$ cat src/rtl/pipelined_write_decoder_if.sv
// pipelined_write_decoder_if: request/stall/flush inputs and one-hot write-enable outputs of the decoder.
interface pipelined_write_decoder_if #(parameter int IN_WIDTH = 5);
  logic                     in_valid;
  logic                     enable;
  logic [IN_WIDTH-1:0]      in_addr;
  logic                     stall;
  logic                     flush;
  logic [2**IN_WIDTH-1:0]   out;
  logic                     out_valid;
  logic [IN_WIDTH-1:0]      out_addr;
  modport master (output in_valid, enable, in_addr, stall, flush, input out, out_valid, out_addr);
  modport slave  (input in_valid, enable, in_addr, stall, flush, output out, out_valid, out_addr);
endinterface

$ cat src/rtl/pipelined_write_decoder.sv
// pipelined_write_decoder: STAGES-deep valid/address pipeline feeding a one-hot register write-enable decoder.
// Optional macro DEC_ZERO_REG_MASK_EN suppresses the write-enable for the all-ones address.
module pipelined_write_decoder #(
  parameter int IN_WIDTH = 5,
  parameter int STAGES   = 2
) (
  input logic clk,
  input logic reset,
  pipelined_write_decoder_if.slave bus
);
  localparam int OUT_W = 2**IN_WIDTH;
  logic [STAGES-1:0]   v_q, v_d;
  logic [IN_WIDTH-1:0] a_q [STAGES];
  logic [IN_WIDTH-1:0] a_d [STAGES];
  logic [IN_WIDTH-1:0] fin_addr;
  logic                fin_valid;
  logic                wr_en;
  // Flush clears only valids; addresses hold since they are don't-care once invalid.
  always_comb begin
    v_d = v_q;
    a_d = a_q;
    if (bus.flush) begin
      v_d = '0;
    end else if (!bus.stall) begin
      v_d[0] = bus.in_valid & bus.enable;
      a_d[0] = bus.in_addr;
      for (int k = 1; k < STAGES; k++) begin
        v_d[k] = v_q[k-1];
        a_d[k] = a_q[k-1];
      end
    end
  end
  always_ff @(posedge clk) begin
    if (!reset) begin
      v_q <= '0;
      for (int k = 0; k < STAGES; k++) a_q[k] <= '0;
    end else begin
      v_q <= v_d;
      a_q <= a_d;
    end
  end
  assign fin_addr  = a_q[STAGES-1];
  assign fin_valid = v_q[STAGES-1];
`ifdef DEC_ZERO_REG_MASK_EN
  assign wr_en = fin_valid & ~(&fin_addr);
`else
  assign wr_en = fin_valid;
`endif
  assign bus.out       = wr_en ? ({{(OUT_W-1){1'b0}}, 1'b1} << fin_addr) : '0;
  assign bus.out_valid = fin_valid;
  assign bus.out_addr  = fin_addr;
endmodule

$ cat src/flat_wrapper.sv
// flat-port wrapper written by rule: the top's interface ports become plain ports
module pipelined_write_decoder_flat 
#(
  parameter int IN_WIDTH = 5,
  parameter int STAGES   = 2
)
  (clk, reset, bus_in_valid, bus_enable, bus_in_addr, bus_stall, bus_flush, bus_out, bus_out_valid, bus_out_addr);
  pipelined_write_decoder_if #(.IN_WIDTH(IN_WIDTH)) bus_i ();
  input logic clk;
  input logic reset;
  input wire logic [$bits(bus_i.in_valid)-1:0] bus_in_valid;
  input wire logic [$bits(bus_i.enable)-1:0] bus_enable;
  input wire logic [$bits(bus_i.in_addr)-1:0] bus_in_addr;
  input wire logic [$bits(bus_i.stall)-1:0] bus_stall;
  input wire logic [$bits(bus_i.flush)-1:0] bus_flush;
  output wire logic [$bits(bus_i.out)-1:0] bus_out;
  output wire logic [$bits(bus_i.out_valid)-1:0] bus_out_valid;
  output wire logic [$bits(bus_i.out_addr)-1:0] bus_out_addr;
  assign bus_i.in_valid = bus_in_valid;
  assign bus_i.enable = bus_enable;
  assign bus_i.in_addr = bus_in_addr;
  assign bus_i.stall = bus_stall;
  assign bus_i.flush = bus_flush;
  assign bus_out = bus_i.out;
  assign bus_out_valid = bus_i.out_valid;
  assign bus_out_addr = bus_i.out_addr;
  pipelined_write_decoder #(.IN_WIDTH(IN_WIDTH), .STAGES(STAGES)) u_core (.clk(clk), .reset(reset), .bus(bus_i));
endmodule
$ cat config.mk
export PLATFORM = sky130hd
export DESIGN_NAME = pipelined_write_decoder_flat
export DESIGN_NICKNAME = d
export VERILOG_FILES = /design/src/rtl/pipelined_write_decoder_if.sv /design/src/rtl/pipelined_write_decoder.sv /design/src/flat_wrapper.sv
export SDC_FILE = /design/constraint.sdc
export NUM_CORES = 1
export LEC_CHECK = 0
export BUFFER_PORTS_ARGS = -buffer_cell sky130_fd_sc_hd__buf_2
export CORE_UTILIZATION = 41
export DETAILED_ROUTE_END_ITERATION = 8
export PLACE_DENSITY = 0.78
export SETUP_SLACK_MARGIN = 0.05
export SLEW_MARGIN = 10
export SYNTH_ARGS = -nofsm -noshare
export SYNTH_HDL_FRONTEND = slang
export SYNTH_SLANG_ARGS = --single-unit
$ cat constraint.sdc
create_clock -name clk -period 1.16 [get_ports clk]
set_clock_uncertainty 0.05 [all_clocks]
set_input_delay 0.058 -clock clk [delete_from_list [all_inputs] [get_ports clk]]
set_output_delay 0.058 -clock clk [all_outputs]
set_load 0.02 [all_outputs]
==> results.py, run 1 <==
metrics = {
    "synth": {
        "yosys.area_share.adder_pct": 0,
        "syn_avg_cell_area_um2": 7.19,
        "netlist_top_cells_area": "dfxtp_1 (32%), nor2_1 (16%), a21oi_1 (7.2%)",
        "netlist_area_um2": 762,
        "synth_cells": 106,
        "synth_common_cells": "nor2_1 (33), dfxtp_1 (12), a21oi_1 (11)",
        "synth_top_family_by_area": "simple AND/OR/NAND/NOR gates",
        "yosysWarnings": 0,
        "ys_seq_area_share_pct": 31.5,
        "synth_simple_gate_area_share_pct": 43.5,
        "synth_edf_count": 0,
        "muxShareOfSynthArea_pct": 1.31,
        "synth_ff_type": "dfxtp_1",
        "synth_compound_area_share_pct": 13.8,
        "synth_xor_area_share_pct": 0,
        "synth.net_count": 117,
        "synth_seq_cells": 12,
        "synth.distinct_cells": 20,
        "async_flop_share_pct": 0,
        "synth_top_area_share_pct": 31.5,
        "post-synth-top-count-cell": "nor2_1",
        "synth_area_leader_cell": "dfxtp_1",
    },
    "floorplanning": {
        "die_y_um": 45.1,
        "num_rows": 15,
        "die_w_um": 45.1,
        "io_pins": 49,
        "start_util_pct": 44.1,
    },
    "timing": {
        "worstEndpointType": "top-level output",
        "worstEndpointGrtRepair": "bus_out[3]",
    },
    "placement": {
        "hpwl_mm": 1.52,
        "portBuffers": 48,
        "post-place-ws_ps": -144,
        "gp_congestion": 0.688,
    },
    "clock_tree": {
        "htree_levels": 1,
        "cts_sinks": 12,
        "cts-root-buf": "clkbuf_4",
        "cts_buffers": 3,
        "cts_max_path_buffers": 2,
    },
    "outcome": {
        "status": "aborted with a tool error",
        "error": "[ERROR DPL-0033] detailed placement checks failed during check placement.",
        "lastStage": "5_1_grt",
    },
    "grt": {
        "grt_max_degree": 24,
        "antenna_found_initial": 0,
    },
}
[logic make-up after synthesis]
kind of cell,count (synthesis)
compound gates,21
buf+inv,14
flops,12
mux,1
simple gates,58
[stage by stage]
step | cell area, um^2 | instances
2_1_floorplan | 946 | 106
3_5_place_dp | 1260 | 183
4_1_cts | 1590 | 192
3_3_place_gp | 1260 | 183
[what timing repair did]
action,4_1_cts
hold buffers,2
pin swaps,8
gates resized for setup,80
hold endpoints to repair,1
buffers inserted,1
gates cloned,2
endpoints found under the setup margin,32
==> run 2: changes to the inputs <==
Settings changed: CORE_AREA set to 2 2 63 65, CORE_UTILIZATION 41 to unset, DIE_AREA set to 0 0 65 67, PLACE_DENSITY 0.78 to unset, PLACE_DENSITY_LB_ADDON set to 0.15, SETUP_SLACK_MARGIN 0.05 to unset.
==> results.py, run 2 <==
metrics = {
    "clock_tree": {
        "tritoncts": "built",
        "cts-root-buf": "clkbuf_8",
        "cts_buffers": 3,
        "clock_latency_ps": 230,
        "htree_levels": 1,
        "clk_pin_slew_worst_paths_ps": 50,
        "cts_max_path_buffers": 2,
        "cts_sinks": 12,
    },
    "synth": {
        "synth_edf_count": 0,
        "syn_avg_cell_area_um2": 7.19,
        "netlist_area_um2": 762,
        "netlist_top_cells_area": "dfxtp_1 (32%), nor2_1 (16%), a21oi_1 (7.2%)",
        "post-synth-top-count-cell": "nor2_1",
        "synth_area_leader_cell": "dfxtp_1",
        "yosysWarnings": 0,
        "synth.distinct_cells": 20,
        "synth_cells": 106,
        "synth.net_count": 117,
        "synth_top_area_share_pct": 31.5,
        "ys_seq_area_share_pct": 31.5,
        "synth_seq_cells": 12,
        "async_flop_share_pct": 0,
        "synth_common_cells": "nor2_1 (33), dfxtp_1 (12), a21oi_1 (11)",
        "synth_ff_type": "dfxtp_1",
    },
    "placement": {
        "gp_congestion": 0.661,
        "hpwl_mm": 1.64,
        "dp.cells": 197,
        "portBuffers": 48,
    },
    "worst_setup_path": {
        "cpMaxStageDelayCell": "or4b_4",
        "cp.arrival_ps": 1390,
        "path_cells": "or4b_4 > nor2_4 > buf_6",
        "cp-start-kind": "flip-flop",
        "cp-end-kind": "output pin",
        "crit_family": "simple AND/OR/NAND/NOR gates",
        "cpPeakStageDelay_ps": 610,
        "critPathKind": "flip-flop to output pin",
        "path_max_fanout": 4,
        "cp.required_ps": 1050,
        "cp_num_buf_inv": 1,
    },
    "floorplanning": {
        "core_mm2": 0.00361,
        "num_rows": 22,
        "fp.dieArea_mm2": 0.00436,
        "die_w_um": 65,
        "io_pins": 49,
        "die_y_um": 67,
        "start_util_pct": 21.1,
    },
    "routing": {
        "num_vias": 891,
        "drc": 0,
        "detail_route.vias_per_cell": 4.33,
        "firstDrtPassIters": 4,
        "wirelength_mm": 2.27,
        "ant_nets": 0,
        "dr.first_iter.drc_count": 37,
        "wl_per_cell_um": 11.0,
    },
    "timing": {
        "rsz0062_at_grt": "yes",
        "timing.fmax_mhz": 669,
        "whs_ps": 44.6,
        "drv_slew": 0,
        "period_minus_slack_ps": 1500,
        "tightest_slew_ps": 325,
        "setup_violations": 32,
        "period_share_pct": 129,
        "relSlewSlack_pct": 78.4,
        "worst_slack_ps": -336,
        "hold_violations": 0,
    },
    "grt": {
        "grt_pass1_wl_mm": 3.60,
        "grt_max_degree": 24,
        "grt_use_total_pct": 10.4,
        "grt_pass1_vias": 759,
        "gr-total-overflow": 0,
        "antenna_found_initial": 0,
    },
    "cells_and_area": {
        "mostFrequentLayoutCells": "buf_4 (24), buf_6 (20), nor2_1 (17), buf_2 (17), a21oi_1 (11)",
        "drive_above_1_share_pct": 60.1,
        "fin_util_pct": 40.2,
        "nNetsFinal": 170,
        "layout_commonest_cell": "buf_4",
        "fill_cells": 366,
        "stdcell_count": 206,
        "area_growth_pct": 90.5,
        "n_antenna_cell": 0,
    },
    "power": {
        "power_mw": 0.911,
        "leakage_nw": 0.558,
        "powerDensity_mw_per_mm2": 628,
        "ir_drop_v": 0.000420,
    },
    "outcome": {
        "violations": "setup timing",
        "status": "complete, but fails checks",
    },
    "hold_path": {
        "hp-class": "input pin to flip-flop",
    },
    "flow_run": {
        "maxCapViolations": 0,
    },
}
## run 2: cell counts after synthesis
No cell type changed its count.
## run 2: kinds of logic after synthesis
logic type,synth area share (%)
simple gates,43.5
mux,1.31
buf+inv,9.85
compound gates,13.8
flops,31.5
## run 2: power breakdown
part | switching [mW] | leakage (nW) | internal, mW
registers | 0.00481 | 0.0992 | 0.423
logic | 0.0577 | 0.436 | 0.0486
clock network | 0.137 | 0.0228 | 0.241
total | 0.199 | 0.558 | 0.712
## run 2: timing repair
action | CTS | global route
hold buffers | 0 | 0
gates cloned | 0 | 1
pin swaps | 10 | 18
setup endpoints to repair | 32 | 32
resized for setup | 44 | 27
buffers inserted | 1 | 3
## run 2: path summary, 6_finish.rpt
path | startpoint | endpoint | slack [ps] | depth (start not counted)
min | bus_enable | u_core.v_q[0] | 40 | 3
min reg2reg | u_core.v_q[0] | u_core.v_q[0] | 400 | 2
max | u_core.bus.out_addr[4] | bus_out[0] | -340 | 3
max reg2reg | u_core.a_q[7] | u_core.bus.out_addr[2] | 230 | 2
## run 2: final cells by class
class | instances | area [um^2] | area share, %
inverter | 1 | 3.75 | 0.259
multi-input combinational | 80 | 606 | 41.7
timing repair buffer | 61 | 490 | 33.8
tap | 48 | 60.1 | 4.14
sequential | 12 | 246 | 17.0
clock buffer | 4 | 45.0 | 3.10
## run 2: metal layers
| metal | vias up | GRT usage, % | wire, um |
|---|---|---|---|
| met2 | 41 | 17.7 | 1110 |
| met1 | 385 | 13.2 | 994 |
| met3 | 2 | 1.69 | 154 |
| met5 | - | 0 | 0 |
| li1 | 463 | - | - |
| met4 | 0 | 3.99 | 10 |
## run 2: metrics by stage
step	worst slack [ps]	setup TNS, ps	cell area (um^2)
detailed placement	-143	-1460	1130
finish	-336	-7130	1450
floorplan	-154	-550	853
global route	-390	-9570	1450
CTS	-346	-7630	1350
global placement	-134	-1040	1130
## run 2: worst min-delay path, stage by stage
cell      delay (ps)
buf_2            100
nand3b_1          70
a21oi_1           60
Power figures use the tool's default switching activity.
